## src/rtl/uart_rx_fifo.sv

```systemverilog
`timescale 1ns/1ps
`default_nettype none
// ============================================================================
//  Module   : uart_rx_fifo
//  Purpose  : Debug-UART receive front end. Synchronises the asynchronous rxd
//             pin, recovers 8N1 frames using 16x oversampling with a 3-sample
//             majority vote, and buffers bytes in a small FIFO that a
//             valid/ready consumer drains.
//  Ports    : clk        system clock, posedge
//             rst        synchronous active-high reset
//             rxd        serial input, idle high
//             out_data   byte at FIFO head (0 when empty)
//             out_valid  FIFO non-empty
//             out_ready  consumer pops when out_valid && out_ready
//             count      FIFO occupancy, 0..DEPTH
//             frame_err  1-cycle pulse, stop bit sampled low
//             overrun    1-cycle pulse, byte dropped because FIFO full
//  Revision : 1.0  initial release
// ============================================================================
module uart_rx_fifo #(
  parameter int DIV   = 109,  // clk cycles per oversample tick, >= 2
  parameter int DEPTH = 8     // FIFO entries, power of two, >= 2
) (
  input  logic                     clk,
  input  logic                     rst,
  input  logic                     rxd,
  output logic [7:0]               out_data,
  output logic                     out_valid,
  input  logic                     out_ready,
  output logic [$clog2(DEPTH):0]   count,
  output logic                     frame_err,
  output logic                     overrun
);

  localparam int AW = $clog2(DEPTH);
  localparam int CW = AW + 1;
  localparam int DW = $clog2(DIV);

  typedef enum logic [2:0] {
    S_IDLE  = 3'd0,
    S_START = 3'd1,
    S_DATA  = 3'd2,
    S_STOP  = 3'd3,
    S_BREAK = 3'd4
  } state_t;

  state_t         state_q;
  logic           rx_meta_q;
  logic           rx_s_q;
  logic [DW-1:0]  div_q;
  logic [3:0]     s_q;
  logic [1:0]     smp_q;
  logic [2:0]     bit_q;
  logic [7:0]     shreg_q;
  logic           frame_err_q;
  logic           overrun_q;

  logic [7:0]     mem_q [DEPTH];
  logic [AW-1:0]  wr_q;
  logic [AW-1:0]  rd_q;
  logic [CW-1:0]  count_q;
  logic [CW-1:0]  count_d;

  logic           w_tick;
  logic           w_mid;
  logic           w_maj;
  logic           w_push;
  logic           w_pop;
  logic           w_full;
  logic           w_wr;

  // The divider only runs while a frame is being timed.
  assign w_tick = (state_q == S_START || state_q == S_DATA || state_q == S_STOP) &&
                  (div_q == DW'(DIV - 1));
  // Third vote comes straight from rx_s on the s=9 tick itself.
  assign w_maj  = (smp_q[0] & smp_q[1]) | (smp_q[0] & rx_s_q) | (smp_q[1] & rx_s_q);
  assign w_mid  = w_tick && (s_q == 4'd9);
  assign w_push = (state_q == S_STOP) && w_mid && w_maj;

  always_ff @(posedge clk) begin
    if (rst) begin
      rx_meta_q   <= 1'b1;
      rx_s_q      <= 1'b1;
      state_q     <= S_IDLE;
      div_q       <= '0;
      s_q         <= '0;
      smp_q       <= '0;
      bit_q       <= '0;
      shreg_q     <= '0;
      frame_err_q <= 1'b0;
    end else begin
      rx_meta_q   <= rxd;
      rx_s_q      <= rx_meta_q;
      frame_err_q <= 1'b0;

      if (state_q == S_IDLE || state_q == S_BREAK) begin
        div_q <= '0;
      end else if (w_tick) begin
        div_q <= '0;
      end else begin
        div_q <= div_q + DW'(1);
      end

      if (w_tick) begin
        s_q <= s_q + 4'd1;
        if (s_q == 4'd7) smp_q[0] <= rx_s_q;
        if (s_q == 4'd8) smp_q[1] <= rx_s_q;
      end

      case (state_q)
        S_IDLE: begin
          if (!rx_s_q) begin
            state_q <= S_START;
            s_q     <= '0;
          end
        end
        S_START: begin
          if (w_mid && w_maj) begin
            state_q <= S_IDLE;          // glitch, not a real start bit
          end else if (w_tick && s_q == 4'd15) begin
            state_q <= S_DATA;
            bit_q   <= '0;
          end
        end
        S_DATA: begin
          if (w_mid) shreg_q <= {w_maj, shreg_q[7:1]};
          if (w_tick && s_q == 4'd15) begin
            if (bit_q == 3'd7) state_q <= S_STOP;
            else               bit_q   <= bit_q + 3'd1;
          end
        end
        S_STOP: begin
          // Leaving at mid-stop lets a back-to-back start edge be caught.
          if (w_mid) begin
            if (w_maj) begin
              state_q <= S_IDLE;
            end else begin
              state_q     <= S_BREAK;
              frame_err_q <= 1'b1;
            end
          end
        end
        S_BREAK: begin
          if (rx_s_q) state_q <= S_IDLE;
        end
        default: state_q <= S_IDLE;
      endcase
    end
  end

  assign w_pop  = out_valid && out_ready;
  assign w_full = (count_q == CW'(DEPTH));
  // A full FIFO still accepts the byte when a pop frees a slot that cycle.
  assign w_wr   = w_push && (!w_full || w_pop);

  always_comb begin
    count_d = count_q;
    case ({w_wr, w_pop})
      2'b10:   count_d = count_q + CW'(1);
      2'b01:   count_d = count_q - CW'(1);
      default: count_d = count_q;
    endcase
  end

  always_ff @(posedge clk) begin
    if (w_wr) mem_q[wr_q] <= shreg_q;
  end

  always_ff @(posedge clk) begin
    if (rst) begin
      wr_q      <= '0;
      rd_q      <= '0;
      count_q   <= '0;
      overrun_q <= 1'b0;
    end else begin
      if (w_wr)  wr_q <= wr_q + AW'(1);
      if (w_pop) rd_q <= rd_q + AW'(1);
      count_q   <= count_d;
      overrun_q <= w_push && w_full && !w_pop;
    end
  end

  assign out_valid = (count_q != '0);
  assign out_data  = out_valid ? mem_q[rd_q] : 8'h00;
  assign count     = count_q;
  assign frame_err = frame_err_q;
  assign overrun   = overrun_q;

endmodule
`default_nettype wire

```

## config.mk

```make
export PLATFORM = sky130hd
export DESIGN_NAME = uart_rx_fifo
export DESIGN_NICKNAME = d
export VERILOG_FILES = /design/src/rtl/uart_rx_fifo.sv
export SDC_FILE = /design/constraint.sdc
export NUM_CORES = 1
export LEC_CHECK = 0
export BUFFER_PORTS_ARGS = -buffer_cell sky130_fd_sc_hd__buf_2
export CAP_MARGIN = 20
export CELL_PAD_IN_SITES_DETAIL_PLACEMENT = 1
export CELL_PAD_IN_SITES_GLOBAL_PLACEMENT = 2
export CORE_MARGIN = 3
export CORE_UTILIZATION = 35
export DETAILED_ROUTE_END_ITERATION = 8
export PLACE_DENSITY = 0.77
export SLEW_MARGIN = 20
export SYNTH_ARGS = -nofsm -noshare
export SYNTH_HDL_FRONTEND = slang
export SYNTH_SLANG_ARGS = --single-unit
```

## constraint.sdc

```tcl
create_clock -name clk -period 2.82 [get_ports clk]
set_input_delay 0.141 -clock clk [delete_from_list [all_inputs] [get_ports clk]]
set_output_delay 0.141 -clock clk [all_outputs]
set_load 0.02 [all_outputs]
```

==> flow_metrics.env, run 1 <==
export IMPL_run_status="completed"
export IMPL_synth_cell_type_count=54
export IMPL_yosys_area_top_type_share=0.417
export IMPL_slew_viol_final=0
export IMPL_die_y_um=121
export IMPL_n_antenna_cell=0
export IMPL_crit_top_cell="nor2_1"
export IMPL_fin_tns_setup_ns=0
export IMPL_routed_via_density=5.04
export IMPL_die_w_um=121
export IMPL_r2r_setup_slack_ns=0.21
export IMPL_io_pins=19
export IMPL_clkPwrFrac=0.331
export IMPL_setup_viol=0
export IMPL_hold_ws_ns=0.0875
export IMPL_cp_required_ns=3.13
export IMPL_maxCapViolCount=0
export IMPL_path_cells="nand4b_4 -> or4_4 -> nor2_1 -> nor2_1 -> xor2_1 -> ha_1 -> nand2b_1 -> and3_1 -> o31ai_1 -> o221a_2"
export IMPL_grt_usage=0.140
export IMPL_clk_pin_slew_ns=0.07
export IMPL_switchingPower_mw=1.07
export IMPL_p_comb_frac=0.195
export IMPL_path_class="reg2reg"
export IMPL_syn_nets=367
export IMPL_drt_first_pass_iters=6
export IMPL_finalHoldViolations=0
export IMPL_cts_tree="yes"
export IMPL_wl_per_cell_um=17.0
export IMPL_cp_end_kind="flop"
export IMPL_syn_area_sq_mm=0.00461
export IMPL_antenna_found_initial=0
export IMPL_ctsRootBufferMaster="clkbuf_16"
export IMPL_async_flop_share=0
export IMPL_synth_seq_cells=108
export IMPL_tightest_slew_ns=0.767
export IMPL_drt_total_wl_mm=9.63
export IMPL_grt_ovfl_total=0
export IMPL_cts_num_sinks=108
export IMPL_port_buffers=18
export IMPL_fin_crit_sh=0.925
export IMPL_synth_edff_count=64
export IMPL_power_density_mw_per_mm2=696
export IMPL_crit_arrival_ns=2.92
export IMPL_cp_slowest_cell="or4_4"
export IMPL_start_kind="flop"
export IMPL_netlist_top_cells_count="edfxtp_1 (64), dfxtp_1 (44), nor2_1 (44), nand2_1 (17)"
export IMPL_ir_drop_mv=0.312
export IMPL_p_leak_nw=1.80
export IMPL_fmax_mhz=383
export IMPL_min_path_type="in2reg"
export IMPL_synthCells=353
export IMPL_p_int_mw=2.61
export IMPL_fin_nets=402
export IMPL_dp_hpwl_mm=6.65
export IMPL_synthFlopType="edfxtp_1"
export IMPL_clock_skew_ns=0.00834
export IMPL_grt_pass1_wl_mm=15.6
export IMPL_drive_gt1_frac=0.221
export IMPL_grt_max_degree=36
export IMPL_swShare=0.292
export IMPL_ant_nets=0
export IMPL_dieArea_sq_mm=0.0146
export IMPL_maxSlewHeadroom=0.488
export IMPL_synth_area_leaders="edfxtp_1 (42%), dfxtp_1 (19%), mux4_2 (7.8%)"
export IMPL_p_seq_frac=0.474
export IMPL_crit_family="simple AND/OR/NAND/NOR gates"
export IMPL_fin_crit_ns=2.61
export IMPL_place_congestion=0.741
export IMPL_critPathMaxStageDelay_ns=0.58
export IMPL_worstSkewPairLatency_ns=0.36
export IMPL_drt_iter0_drc=92
export IMPL_crit_fanout=6
export IMPL_ys_seq_area_frac=0.608
export IMPL_rows=41
export IMPL_rsz0062_at_grt="false"
export IMPL_cts_buffers=9
export IMPL_clockBufferDepth=2
export IMPL_yosys_warnings=0
export IMPL_cts_setup_buffers=0
export IMPL_yosysMostFrequentCell="edfxtp_1"
export IMPL_syn_area_per_cell_sq_um=13.1
export IMPL_area_growth_pct=14.8
export IMPL_grt_pass1_vias=2995
export IMPL_start_util=0.362
export IMPL_via_count=2845
export IMPL_drc_errors=0
export IMPL_yosysTopAreaCell="edfxtp_1"
export IMPL_core_area_sq_mm=0.0127
export IMPL_crit_buf_inv=0
export IMPL_htree_levels=3
layout by cell type, fill, tap and decap left out, drive strengths merged, types with 5 or more instances in the layout:
cell type	instances
clkbuf	9
edfxtp	64
nor2	46
mux4	16
a21oi	14
xor2	8
mux2i	15
inv	11
nand2	17
o21ai	8
ha	10
dfxtp	44
nor3	10
buf	39
nand3b	6
xnor2	5
nand3	16
final cells by class:
type                    count  area, sq um
inverters                   8         30.0
clock inverters             7         57.6
clock buffers               9          225
well taps                 172          215
flip-flops and latches    108         2800
repair buffers             40          258
fillers                  1369         7430
multi-input cells         221         1700
final timing paths:
check | from | to | cells after the start
hold / removal | out_ready | count[3]$_SDFFE_PP0P_ | 2
setup reg to reg | div_q[3]$_SDFF_PP0_ | count[1]$_SDFFE_PP0P_ | 10
hold reg to reg | rx_meta_q$_SDFF_PP1_ | rx_s_q$_SDFF_PP1_ | 1
setup / recovery | div_q[3]$_SDFF_PP0_ | count[1]$_SDFFE_PP0P_ | 10
metal layers:
layer  GRT usage  vias to the layer above  share of wire
met2       0.243                       27           0.53
met3      0.0393                       10          0.033
met4      0.0404                        0          0.011
li1            -                     1381              -
met1       0.170                     1427           0.43
met5           0                        -              0
timing repair:
action / CTS / global route
hold buffers: 1 / 0
resized for setup: 0 / 0
endpoints found under the hold margin: 1 / 0
flip-flops by register name, indices dropped and copies added, names as in the netlist, named ones only:
| signal | cells |
|---|---|
| div_q | 7 |
| mem_q | 64 |
| frame_err | 1 |
| bit_q | 3 |
| overrun | 1 |
| s_q | 4 |
| wr_q | 3 |
| rx_s_q | 1 |
| smp_q | 2 |
| count | 4 |
| rd_q | 3 |
| rx_meta_q | 1 |
| state_q | 3 |
| shreg_q | 8 |
logic make-up after synthesis:
group,synth area share
AND/OR/NAND/NOR,0.148
flip-flops,0.608
AO/OA/AOI/OAI,0.0540
multiplexers,0.113
buffers and inverters,0.0225
XOR/XNOR,0.0247
adder cells (fa/ha/maj),0.0293
power groups by stage:
stage | clock network [mW] | logic (mW) | registers [mW]
floorplan | 0 | 0.545 | 1.77
global placement | 0 | 0.720 | 1.78
detailed placement | 0 | 0.736 | 1.78
CTS | 1.25 | 0.741 | 1.75
global route | 1.31 | 0.792 | 1.75
finish | 1.22 | 0.719 | 1.74
per-stage QoR:
| stage | power, mW | setup WS (ns) | utilization | instance area, sq um | std cells |
|---|---|---|---|---|---|
| 6_report | 3.68 | 0.211 | 0.416 | 5290 | 565 |
| 2_1_floorplan | 2.31 | 0.228 | - | 4610 | 353 |
| 3_5_place_dp | 2.52 | 0.226 | 0.393 | 5000 | 548 |
| 3_3_place_gp | 2.50 | 0.315 | 0.393 | 5000 | 548 |
| 4_1_cts | 3.74 | 0.206 | 0.416 | 5290 | 565 |
| 5_1_grt | 3.85 | 0.0404 | 0.416 | 5290 | 565 |
(Power assumes the default switching activity.)
==> inputs of run 2 (changes only) <==
--- a/config.mk
+++ b/config.mk
@@ -7,12 +7,10 @@
 export LEC_CHECK = 0
 export BUFFER_PORTS_ARGS = -buffer_cell sky130_fd_sc_hd__buf_2
 export CAP_MARGIN = 20
-export CELL_PAD_IN_SITES_DETAIL_PLACEMENT = 1
-export CELL_PAD_IN_SITES_GLOBAL_PLACEMENT = 2
 export CORE_MARGIN = 3
 export CORE_UTILIZATION = 35
 export DETAILED_ROUTE_END_ITERATION = 8
-export PLACE_DENSITY = 0.77
+export PLACE_DENSITY = 0.61
 export SLEW_MARGIN = 20
 export SYNTH_ARGS = -nofsm -noshare
 export SYNTH_HDL_FRONTEND = slang
==> flow_metrics.env, run 2 (synthesis results as in run 1) <==
export IMPL_run_status="completed"
export IMPL_antenna_found_initial=0
export IMPL_place_congestion=0.808
export IMPL_ant_nets=0
export IMPL_cp_end_kind="flop"
export IMPL_tightest_slew_ns=0.646
export IMPL_whs_path_depth=2
export IMPL_nFillCells=1220
export IMPL_n_antenna_cell=0
export IMPL_dp_hpwl_mm=5.66
export IMPL_drt_total_wl_mm=8.55
export IMPL_min_path_type="in2reg"
export IMPL_port_buffers=18
export IMPL_fin_tns_setup_ns=0
export IMPL_start_util=0.362
export IMPL_die_y_um=121
export IMPL_io_pins=19
export IMPL_grt_pass1_wl_mm=14.2
export IMPL_crit_arrival_ns=2.92
export IMPL_clockBufferDepth=2
export IMPL_cts_buffers=9
export IMPL_top_regs="mem_q: 64 flops, shreg_q: 8 flops, div_q: 7 flops"
export IMPL_ctsRootBufferMaster="clkbuf_16"
export IMPL_largest_register_ffs=64
export IMPL_regMostFlops="mem_q"
export IMPL_dp_cells=547
export IMPL_fin_crit_sh=0.933
export IMPL_final_cell_mix="edfxtp_1 (64), nor2_1 (44), dfxtp_1 (44), buf_4 (20), buf_2 (18)"
export IMPL_ir_drop_mv=0.255
export IMPL_die_w_um=121
export IMPL_start_kind="flop"
export IMPL_final_common_cell="edfxtp_1"
export IMPL_drc_errors=0
export IMPL_cts_num_sinks=108
export IMPL_routed_via_density=4.94
export IMPL_core_area_sq_mm=0.0127
export IMPL_drt_first_pass_iters=4
export IMPL_slew_viol_final=0
export IMPL_maxCapViolCount=0
export IMPL_area_growth_pct=14.5
export IMPL_r2r_setup_slack_ns=0.19
export IMPL_stdcell_area_sq_mm=0.00528
export IMPL_wl_per_cell_um=15.2
export IMPL_dieArea_sq_mm=0.0146
export IMPL_htree_levels=3
export IMPL_cts_tree="yes"
export IMPL_final_cells=564
export IMPL_maxSlewHeadroom=0.569
export IMPL_rsz0062_at_grt="false"
export IMPL_via_count=2786
export IMPL_fin_nets=401
export IMPL_fmax_mhz=380
export IMPL_cp_required_ns=3.11
export IMPL_grt_ovfl_total=0
export IMPL_grt_pass1_vias=2808
export IMPL_place_area_sq_mm=0.00499
export IMPL_multi_input_area_sq_mm=0.00170
export IMPL_seqCellArea_sq_mm=0.00280
export IMPL_clock_skew_ns=0.00564
export IMPL_worstSkewPairLatency_ns=0.34
export IMPL_crit_fanout=10
export IMPL_path_class="reg2reg"
export IMPL_p_total_mw=3.63
export IMPL_grt_max_degree=36
export IMPL_drive_gt1_frac=0.214
export IMPL_cts_setup_buffers=0
export IMPL_clk_pin_slew_ns=0.07
export IMPL_rows=41
export IMPL_finalHoldViolations=0
export IMPL_power_density_mw_per_mm2=688
export IMPL_drt_iter0_drc=189
export IMPL_p_leak_nw=1.80
export IMPL_setup_viol=0
export IMPL_fin_crit_ns=2.63
export IMPL_grt_usage=0.126
export IMPL_ff2ff_path_depth=10
[run 2: cell types whose count changed in the layout (fill, tap and decap cells not counted), sizes merged]
cell	delta
clkbuf	+2
clkinvlp	-1
buf	-1
inv	-1
[run 2: cell type report]
cell class              count  share of cell area
repair buffers             39              0.0474
inverters                   8             0.00569
clock inverters             5             0.00853
well taps                 172              0.0408
clock buffers              11              0.0441
multi-input cells         221               0.322
flip-flops and latches    108               0.531
[run 2: routing by layer]
layer / vias up / part of all wire / track usage
met5: - / 0 / 0
li1: 1385 / - / -
met2: 29 / 0.51 / 0.211
met1: 1367 / 0.45 / 0.156
met4: 0 / 0.010 / 0.0333
met3: 5 / 0.026 / 0.0412
[run 2: repair_timing]
item | 4_1_cts | 5_1_grt
hold buffers | 1 | 0
resized for setup | 0 | 0
hold endpoints to repair | 1 | 0
[run 2: stage by stage]
stage | worst slack (ns) | util | hold WS (ns)
after global placement | 0.291 | 0.392 | 0.324
after floorplan | 0.228 | - | 0.223
after CTS | 0.203 | 0.415 | 0.0973
final | 0.189 | 0.415 | 0.112
after global routing | 0.0503 | 0.415 | 0.115
after detailed placement | 0.220 | 0.392 | 0.325
[run 2: path summary, 6_finish.rpt]
kind	start	endpoint
worst max-delay path	state_q[0]$_SDFFE_PP0P_	count[1]$_SDFFE_PP0P_
worst max register to register	state_q[0]$_SDFFE_PP0P_	count[1]$_SDFFE_PP0P_
worst min-delay path	out_ready	count[3]$_SDFFE_PP0P_
worst min register to register	rx_meta_q$_SDFF_PP1_	rx_s_q$_SDFF_PP1_
[run 2: critical path, cell delays in order (launching register included)]
cell	delay, ns
dfxtp_1	0.51
nor2_2	0.16
or4_4	0.60
nor2_1	0.17
nor2_1	0.07
xor2_1	0.16
ha_1	0.28
nand2b_1	0.08
and3_1	0.19
o31ai_1	0.18
o221a_2	0.20
[run 2: power by group]
group / internal [mW] / total, mW / switching (mW)
registers: 1.69 / 1.75 / 0.0611
logic: 0.317 / 0.718 / 0.401
clock network: 0.612 / 1.16 / 0.552
total: 2.62 / 3.63 / 1.01
